$ cat src/rtl/antic_dma_fetcher_if.sv
// Memory-side request/grant bus between the ANTIC DMA fetcher and the bus arbiter.
interface antic_dma_fetcher_if #(
   parameter int ADDR_W = 16,
   parameter int DATA_W = 8
) ();
   logic              mem_req;
   logic [ADDR_W-1:0] mem_addr;
   logic              mem_grant;
   logic [DATA_W-1:0] mem_data;

   modport master (
      output mem_req,
      output mem_addr,
      input  mem_grant,
      input  mem_data
   );

   modport slave (
      input  mem_req,
      input  mem_addr,
      output mem_grant,
      output mem_data
   );
endinterface

$ cat src/rtl/antic_dma_fetcher.sv
// ANTIC DMA fetch engine: display-list instruction/operand fetch and playfield
// line fetch into a local line buffer, sharing the bus with the CPU via req/grant.
//
// state        | meaning
// -------------+----------------------------------------------------------
// S_IDLE       | no bus activity; arbitrates start_dl over start_line
// S_FETCH_IR   | fetching the display-list opcode at dlist_ptr
// S_FETCH_LO   | fetching operand low byte (LMS / JMP / JVB)
// S_FETCH_HI   | fetching operand high byte; commits LMS / JMP on grant
// S_FETCH_LINE | fetching playfield bytes at msr into the line buffer
module antic_dma_fetcher #(
   parameter int ADDR_W        = 16,
   parameter int DATA_W        = 8,
   parameter int LINEBUF_DEPTH = 48,
   parameter int DL_WRAP_BITS  = 10,
   parameter int MSR_WRAP_BITS = 12
) (
   input  logic                Fphi0,
   input  logic                rst,
   input  logic                start_dl,
   input  logic                start_line,
   input  logic [6:0]          line_bytes,
   input  logic                dlist_load,
   input  logic [ADDR_W-1:0]   dlist_init,
   input  logic                vblank,
   antic_dma_fetcher_if.master mem,
   output logic                halt_L,
   output logic                busy,
   output logic [7:0]          ir,
   output logic                ir_valid,
   output logic                dli,
   output logic                wait_vbl,
   output logic [ADDR_W-1:0]   dlist_ptr,
   output logic [ADDR_W-1:0]   msr,
   input  logic [5:0]          buf_rd_addr,
   output logic [DATA_W-1:0]   buf_rd_data,
   output logic                line_done
);

   localparam logic [2:0] S_IDLE       = 3'd0;
   localparam logic [2:0] S_FETCH_IR   = 3'd1;
   localparam logic [2:0] S_FETCH_LO   = 3'd2;
   localparam logic [2:0] S_FETCH_HI   = 3'd3;
   localparam logic [2:0] S_FETCH_LINE = 3'd4;

   localparam int IDX_W = (LINEBUF_DEPTH > 1) ? $clog2(LINEBUF_DEPTH) : 1;

   function automatic logic [ADDR_W-1:0] dl_inc(input logic [ADDR_W-1:0] a);
      logic [ADDR_W-1:0] r;
      r = a;
      r[DL_WRAP_BITS-1:0] = a[DL_WRAP_BITS-1:0] + 1'b1;
      return r;
   endfunction

   function automatic logic [ADDR_W-1:0] msr_inc(input logic [ADDR_W-1:0] a);
      logic [ADDR_W-1:0] r;
      r = a;
      r[MSR_WRAP_BITS-1:0] = a[MSR_WRAP_BITS-1:0] + 1'b1;
      return r;
   endfunction

   // JMP/JVB (mode 1) and LMS (bit 6 on a playfield mode) carry a 2-byte operand
   function automatic logic has_operands(input logic [7:0] op);
      return (op[3:0] == 4'd1) || ((op[3:0] >= 4'd2) && op[6]);
   endfunction

   logic [2:0]          state_q,     state_d;
   logic                mem_req_q,   mem_req_d;
   logic [ADDR_W-1:0]   mem_addr_q,  mem_addr_d;
   logic [ADDR_W-1:0]   dlist_ptr_q, dlist_ptr_d;
   logic [ADDR_W-1:0]   msr_q,       msr_d;
   logic [7:0]          ir_q,        ir_d;
   logic [DATA_W-1:0]   lo_q,        lo_d;
   logic                ir_valid_q,  ir_valid_d;
   logic                dli_q,       dli_d;
   logic                wait_vbl_q,  wait_vbl_d;
   logic                line_done_q, line_done_d;
   logic                pend_q,      pend_d;
   logic [ADDR_W-1:0]   pend_ptr_q,  pend_ptr_d;
   logic [6:0]          cnt_q,       cnt_d;
   logic [IDX_W-1:0]    idx_q,       idx_d;
   logic [DATA_W-1:0]   buf_rd_data_q, buf_rd_data_d;

   logic [DATA_W-1:0]   buf_mem [LINEBUF_DEPTH];
   logic                buf_we;
   logic [IDX_W-1:0]    buf_wa;
   logic [DATA_W-1:0]   buf_wd;

   logic                grant;
   logic [ADDR_W-1:0]   tgt;
   logic                pend_hit;
   logic [ADDR_W-1:0]   pend_val;
   logic [6:0]          n_line;
   logic [IDX_W-1:0]    rd_idx;

   always_comb begin
      state_d     = state_q;
      mem_req_d   = mem_req_q;
      mem_addr_d  = mem_addr_q;
      dlist_ptr_d = dlist_ptr_q;
      msr_d       = msr_q;
      ir_d        = ir_q;
      lo_d        = lo_q;
      ir_valid_d  = 1'b0;
      dli_d       = 1'b0;
      wait_vbl_d  = wait_vbl_q;
      line_done_d = 1'b0;
      pend_d      = pend_q;
      pend_ptr_d  = pend_ptr_q;
      cnt_d       = cnt_q;
      idx_d       = idx_q;
      buf_we      = 1'b0;
      buf_wa      = idx_q;
      buf_wd      = mem.mem_data;

      grant    = mem_req_q & mem.mem_grant;
      tgt      = ADDR_W'({mem.mem_data, lo_q});
      pend_hit = pend_q | dlist_load;
      pend_val = dlist_load ? dlist_init : pend_ptr_q;
      n_line   = (int'(line_bytes) > LINEBUF_DEPTH) ? 7'(LINEBUF_DEPTH) : line_bytes;

      if (vblank) wait_vbl_d = 1'b0;

      case (state_q)
         S_IDLE: begin
            if (dlist_load) begin
               dlist_ptr_d = dlist_init;
               wait_vbl_d  = 1'b0;
            end
            if (start_dl && !wait_vbl_q) begin
               state_d    = S_FETCH_IR;
               mem_req_d  = 1'b1;
               mem_addr_d = dlist_load ? dlist_init : dlist_ptr_q;
            end else if (start_line) begin
               if (n_line == 7'd0) begin
                  line_done_d = 1'b1;
               end else begin
                  state_d    = S_FETCH_LINE;
                  mem_req_d  = 1'b1;
                  mem_addr_d = msr_q;
                  cnt_d      = n_line;
                  idx_d      = '0;
               end
            end
         end

         S_FETCH_IR: begin
            if (dlist_load) begin
               pend_d     = 1'b1;
               pend_ptr_d = dlist_init;
            end
            if (grant) begin
               ir_d        = mem.mem_data[7:0];
               dlist_ptr_d = dl_inc(dlist_ptr_q);
               if (has_operands(mem.mem_data[7:0])) begin
                  state_d    = S_FETCH_LO;
                  mem_addr_d = dl_inc(dlist_ptr_q);
               end else begin
                  state_d    = S_IDLE;
                  mem_req_d  = 1'b0;
                  ir_valid_d = 1'b1;
                  dli_d      = mem.mem_data[7];
                  if (pend_hit) begin
                     dlist_ptr_d = pend_val;
                     wait_vbl_d  = 1'b0;
                     pend_d      = 1'b0;
                  end
               end
            end
         end

         S_FETCH_LO: begin
            if (dlist_load) begin
               pend_d     = 1'b1;
               pend_ptr_d = dlist_init;
            end
            if (grant) begin
               lo_d        = mem.mem_data;
               dlist_ptr_d = dl_inc(dlist_ptr_q);
               mem_addr_d  = dl_inc(dlist_ptr_q);
               state_d     = S_FETCH_HI;
            end
         end

         S_FETCH_HI: begin
            if (dlist_load) begin
               pend_d     = 1'b1;
               pend_ptr_d = dlist_init;
            end
            if (grant) begin
               dlist_ptr_d = dl_inc(dlist_ptr_q);
               state_d     = S_IDLE;
               mem_req_d   = 1'b0;
               ir_valid_d  = 1'b1;
               dli_d       = ir_q[7];
               if (ir_q[3:0] == 4'd1) begin
                  dlist_ptr_d = tgt;
                  if (ir_q[6]) wait_vbl_d = 1'b1;
               end else begin
                  msr_d = tgt;
               end
               // a host reload outranks whatever jump target the list supplied
               if (pend_hit) begin
                  dlist_ptr_d = pend_val;
                  wait_vbl_d  = 1'b0;
                  pend_d      = 1'b0;
               end
            end
         end

         S_FETCH_LINE: begin
            if (dlist_load) begin
               dlist_ptr_d = dlist_init;
               wait_vbl_d  = 1'b0;
            end
            if (grant) begin
               buf_we = 1'b1;
               msr_d  = msr_inc(msr_q);
               idx_d  = idx_q + 1'b1;
               cnt_d  = cnt_q - 7'd1;
               if (cnt_q == 7'd1) begin
                  state_d     = S_IDLE;
                  mem_req_d   = 1'b0;
                  line_done_d = 1'b1;
               end else begin
                  mem_addr_d = msr_inc(msr_q);
               end
            end
         end

         default: begin
            state_d   = S_IDLE;
            mem_req_d = 1'b0;
         end
      endcase
   end

   always_ff @(posedge Fphi0) begin
      if (rst) begin
         state_q     <= S_IDLE;
         mem_req_q   <= 1'b0;
         mem_addr_q  <= '0;
         dlist_ptr_q <= '0;
         msr_q       <= '0;
         ir_q        <= '0;
         lo_q        <= '0;
         ir_valid_q  <= 1'b0;
         dli_q       <= 1'b0;
         wait_vbl_q  <= 1'b0;
         line_done_q <= 1'b0;
         pend_q      <= 1'b0;
         pend_ptr_q  <= '0;
         cnt_q       <= '0;
         idx_q       <= '0;
      end else begin
         state_q     <= state_d;
         mem_req_q   <= mem_req_d;
         mem_addr_q  <= mem_addr_d;
         dlist_ptr_q <= dlist_ptr_d;
         msr_q       <= msr_d;
         ir_q        <= ir_d;
         lo_q        <= lo_d;
         ir_valid_q  <= ir_valid_d;
         dli_q       <= dli_d;
         wait_vbl_q  <= wait_vbl_d;
         line_done_q <= line_done_d;
         pend_q      <= pend_d;
         pend_ptr_q  <= pend_ptr_d;
         cnt_q       <= cnt_d;
         idx_q       <= idx_d;
      end
   end

   // Read port samples before the write lands, so a same-index read sees old data
   always_comb begin
      rd_idx        = IDX_W'(buf_rd_addr);
      buf_rd_data_d = '0;
      if (int'(buf_rd_addr) < LINEBUF_DEPTH) buf_rd_data_d = buf_mem[rd_idx];
   end

   always_ff @(posedge Fphi0) begin
      buf_rd_data_q <= buf_rd_data_d;
      if (buf_we) buf_mem[buf_wa] <= buf_wd;
   end

   assign mem.mem_req  = mem_req_q;
   assign mem.mem_addr = mem_addr_q;
   assign halt_L       = ~mem_req_q;
   assign busy         = (state_q != S_IDLE);
   assign ir           = ir_q;
   assign ir_valid     = ir_valid_q;
   assign dli          = dli_q;
   assign wait_vbl     = wait_vbl_q;
   assign dlist_ptr    = dlist_ptr_q;
   assign msr          = msr_q;
   assign buf_rd_data  = buf_rd_data_q;
   assign line_done    = line_done_q;

endmodule

$ cat src/flat_wrapper.sv
// flat-port wrapper written by rule: the top's interface ports become plain ports
module antic_dma_fetcher_flat 
#(
   parameter int ADDR_W        = 16,
   parameter int DATA_W        = 8,
   parameter int LINEBUF_DEPTH = 48,
   parameter int DL_WRAP_BITS  = 10,
   parameter int MSR_WRAP_BITS = 12
)
  (Fphi0, rst, start_dl, start_line, line_bytes, dlist_load, dlist_init, vblank, halt_L, busy, ir, ir_valid, dli, wait_vbl, dlist_ptr, msr, buf_rd_addr, buf_rd_data, line_done, mem_mem_req, mem_mem_addr, mem_mem_grant, mem_mem_data);
  antic_dma_fetcher_if #(.ADDR_W(ADDR_W), .DATA_W(DATA_W)) mem_i ();
  input  logic Fphi0;
  input  logic rst;
  input  logic start_dl;
  input  logic start_line;
  input  logic [6:0] line_bytes;
  input  logic dlist_load;
  input  logic [ADDR_W-1:0] dlist_init;
  input  logic vblank;
  output logic halt_L;
  output logic busy;
  output logic [7:0] ir;
  output logic ir_valid;
  output logic dli;
  output logic wait_vbl;
  output logic [ADDR_W-1:0] dlist_ptr;
  output logic [ADDR_W-1:0] msr;
  input  logic [5:0] buf_rd_addr;
  output logic [DATA_W-1:0] buf_rd_data;
  output logic line_done;
  output wire logic [$bits(mem_i.mem_req)-1:0] mem_mem_req;
  output wire logic [$bits(mem_i.mem_addr)-1:0] mem_mem_addr;
  input wire logic [$bits(mem_i.mem_grant)-1:0] mem_mem_grant;
  input wire logic [$bits(mem_i.mem_data)-1:0] mem_mem_data;
  assign mem_mem_req = mem_i.mem_req;
  assign mem_mem_addr = mem_i.mem_addr;
  assign mem_i.mem_grant = mem_mem_grant;
  assign mem_i.mem_data = mem_mem_data;
  antic_dma_fetcher #(.ADDR_W(ADDR_W), .DATA_W(DATA_W), .LINEBUF_DEPTH(LINEBUF_DEPTH), .DL_WRAP_BITS(DL_WRAP_BITS), .MSR_WRAP_BITS(MSR_WRAP_BITS)) u_core (.Fphi0(Fphi0), .rst(rst), .start_dl(start_dl), .start_line(start_line), .line_bytes(line_bytes), .dlist_load(dlist_load), .dlist_init(dlist_init), .vblank(vblank), .mem(mem_i), .halt_L(halt_L), .busy(busy), .ir(ir), .ir_valid(ir_valid), .dli(dli), .wait_vbl(wait_vbl), .dlist_ptr(dlist_ptr), .msr(msr), .buf_rd_addr(buf_rd_addr), .buf_rd_data(buf_rd_data), .line_done(line_done));
endmodule
$ cat config.mk
export PLATFORM = sky130hd
export DESIGN_NAME = antic_dma_fetcher_flat
export DESIGN_NICKNAME = d
export VERILOG_FILES = /design/src/rtl/antic_dma_fetcher_if.sv /design/src/rtl/antic_dma_fetcher.sv /design/src/flat_wrapper.sv
export SDC_FILE = /design/constraint.sdc
export NUM_CORES = 1
export LEC_CHECK = 0
export CAP_MARGIN = 25
export CORE_UTILIZATION = 45
export DETAILED_ROUTE_END_ITERATION = 16
export SETUP_SLACK_MARGIN = 0.15
export SLEW_MARGIN = 15
export SYNTH_ARGS = -nofsm -noshare
export SYNTH_HDL_FRONTEND = slang
export SYNTH_SLANG_ARGS = --single-unit
$ cat constraint.sdc
create_clock -name Fphi0 -period 3.5 [get_ports Fphi0]
set_input_delay 0.7 -clock Fphi0 [delete_from_list [all_inputs] [get_ports Fphi0]]
set_output_delay 0.7 -clock Fphi0 [all_outputs]
set_load 0.05 [all_outputs]
==> out/qor.yml <==
timing:
  worst_pin_slew_ps: 817.3
  period_minus_slack_ps: 3215
  finalSetupViolations: 0
  rsz0062_at_grt: "false"
  fin_crit_sh_pct: 91.86
  tns_ps: 0
  finalHoldViolations: 0
  max_slew_margin_pct: 45.10
  final_max_slew_viol_count: 0
  max_freq_mhz: 311.0
  skew_ps: 23.23
route:
  drc_errors: 0
  via_per_inst: 5.932
  routed-via-count: 13680
  ant_nets: 0
  routed_wl_microns: 57950
  drt_iter0_drc: 1288
  wl_per_cell_microns: 25.12
  drtPass1Iterations: 6
synthesis:
  synth-seq-cells: 494
  synth_flop_cell: "edfxtp_1"
  synth_top_area_share_pct: 54.49
  synth_most_common_cell: "edfxtp_1"
  synth_edf_count: 384
  seq_area_frac_synth_pct: 64.90
  async_flop_share_pct: 0
  netlist_area_sq_um: 21160
  synth_nets: 1525
  synth_common_cells: "edfxtp_1 (384), nor2_1 (117), dfxtp_1 (110)"
  yosysWarnings: 0
  synthTopCellsByArea: "edfxtp_1 (54%), dfxtp_1 (10%), mux4_2 (10%)"
  synth_cell_types: 79
  avgSynthCellArea_sq_um: 14.34
  synth_largest_area_cell: "edfxtp_1"
  synthCells: 1476
die:
  start_util_pct: 45.55
  dieHeight_microns: 218.9
  coreArea_sq_um: 46460
  rows: 79
  io_pins: 115
  die_area_sq_um: 47900
  die_w_microns: 218.9
grt:
  gr-total-overflow: 0
  grt_pass1_vias: 13570
  grt_pass1_wl_microns: 87000
  antenna_found_initial: 1
  grt_max_degree: 53
  grt.total_usage_pct: 24.64
critical_path:
  crit_slowest_cell: "clkdlybuf4s50_1"
  cpPeakStageDelay_ps: 790
  cp.arrival_ps: 2520
  critPathRequiredTime_ps: 2800
  cp-start-kind: "register"
  crit_fanout: 15
  endpoint_kind: "output port"
  cp_cell_sequence: "buf_4 -> nor3_2 -> inv_1 -> clkdlybuf4s50_1"
  critPathKind: "reg -> out"
clocking:
  numCtsBuffers: 52
  cts.sinks: 494
  htree_levels: 2
  cts_tree: "yes"
  clk_path_buf_depth: 3
  clkTransAtPathRegs_ps: 60
  root_buffer: "clkbuf_16"
  hold_buffers: 0
  clock_latency_ps: 610
power_and_ir_drop:
  clkPwrFrac_pct: 36.4
  power_frac_seq_pct: 44.3
  leakage_nw: 8.309
  p_comb_share_pct: 19.3
  power_density_nw_per_um2: 613.5
  switchingPower_mw: 4.525
  ir_drop_v: 0.0006246
  internal_power_mw: 10.96
  total_power_mw: 15.49
  swShare_pct: 29.21
flow_run:
  drv_cap: 0
hold_path:
  hold_class: "reg -> reg"
finish:
  fill_cells: 3840
  design_area_sq_um: 25250
  area_growth_pct: 19.30
  seq_area_sq_um: 13730
  drive_above_1_share_pct: 19.78
  nets: 1705
  multiInputGateArea_sq_um: 6954
placed_design:
  gp_congestion: 0.9260
  hpwl_microns: 39180
  port_buffers: 114
  dpl_cell_area_sq_um: 23500
outcome:
  status: "finished clean"
-- path summary, 6_finish.rpt --
kind	startpoint	cells after the start	slack (ps)	end
min	u_core.pend_ptr_q[11]	2	460	u_core.pend_ptr_q[11]
max reg2reg	u_core.state_q[1]	6	920	u_core.buf_mem[23][0]
min reg2reg	u_core.pend_ptr_q[11]	2	460	u_core.pend_ptr_q[11]
max	u_core.state_q[0]	4	280	busy
-- cell type report --
cell class | instances | area share (%)
Antenna cell | 1 | 0.009912
Multi-Input combinational cell | 864 | 27.55
Sequential cell | 494 | 54.40
Clock buffer | 73 | 5.714
Timing Repair Buffer | 222 | 7.816
Inverter | 22 | 0.3271
Tap cell | 607 | 3.008
Clock inverter | 24 | 1.180
-- cell usage in the layout, fill, tap and decap left out, types with 21 or more instances in the layout --
cell / instances
edfxtp_1: 384
nor2_1: 117
dfxtp_1: 110
a21oi_1: 107
nand2_1: 106
buf_4: 104
clkdlybuf4s50_1: 101
mux4_2: 96
mux2i_1: 55
clkbuf_16: 54
o21ai_0: 44
nand3_1: 35
a211oi_1: 27
nor3_1: 25
inv_1: 22
nor2b_1: 21
-- worst max-delay path, delay by kind of cell, from the launching register on --
family | cells | cell delay [ps]
buf+inv | 3 | 1150
flops | 1 | 670
simple gates | 1 | 90
-- registers in the layout, indices dropped and copies added (netlist names) --
register	count
u_core.buf_rd_data	8
u_core.lo_q	8
u_core.ir	8
u_core.pend_ptr_q	16
u_core.dlist_ptr	16
u_core.mem.mem_req	1
u_core.cnt_q	7
u_core.buf_mem	384
u_core.msr	16
u_core.state_q	3
u_core.buf_wa	6
u_core.pend_q	1
u_core.wait_vbl	1
u_core.line_done	1
u_core.dli	1
u_core.ir_valid	1
u_core.mem.mem_addr	16
-- power groups by stage --
| stage | clock network, mW | registers [mW] | logic, mW |
|---|---|---|---|
| after floorplan | 0 | 7.41 | 1.45 |
| after global placement | 0 | 6.97 | 2.95 |
| after detailed placement | 0 | 6.96 | 2.97 |
| after CTS | 5.73 | 6.84 | 2.98 |
| after global routing | 5.92 | 6.87 | 3.19 |
| final | 5.64 | 6.86 | 2.99 |
-- timing repair --
item / CTS / global route
endpoints found under the setup margin: 1 / 0
hold endpoints to repair: 0 / 0
resized for setup: 1 / 0
setup buffers: 0 / 0
-- per-layer routing --
layer  share of wire, %  GRT usage, %  vias to the layer above
li1                   -             -                     6178
met2                 48         40.09                      474
met4                3.0         8.704                        0
met5                  0             0                        -
met3                5.3         2.855                      100
met1                 43         34.30                     6932
-- logic make-up after synthesis --
logic type / Yosys count / share of synthesized area, %
AOI/OAI and AO/OA: 308 / 9.980
xor gates and xnor gates: 18 / 0.7450
adders and majority gates: 5 / 0.2956
buffers and inverters: 118 / 2.288
DFF: 494 / 64.90
muxes: 166 / 13.62
and+or+nand+nor: 367 / 8.177
-- per-stage QoR --
stage	utilization, %	setup WS [ps]	cells	hold WS, ps
floorplan	-	928.8	1476	436.2
global placement	50.58	425.9	2209	440.8
detailed placement	50.58	375.2	2209	451.8
CTS	54.34	297.2	2306	430.5
global route	54.34	212.6	2307	462.9
finish	54.34	284.9	2307	456.2
No activity file was read; power rests on OpenSTA's default activity.
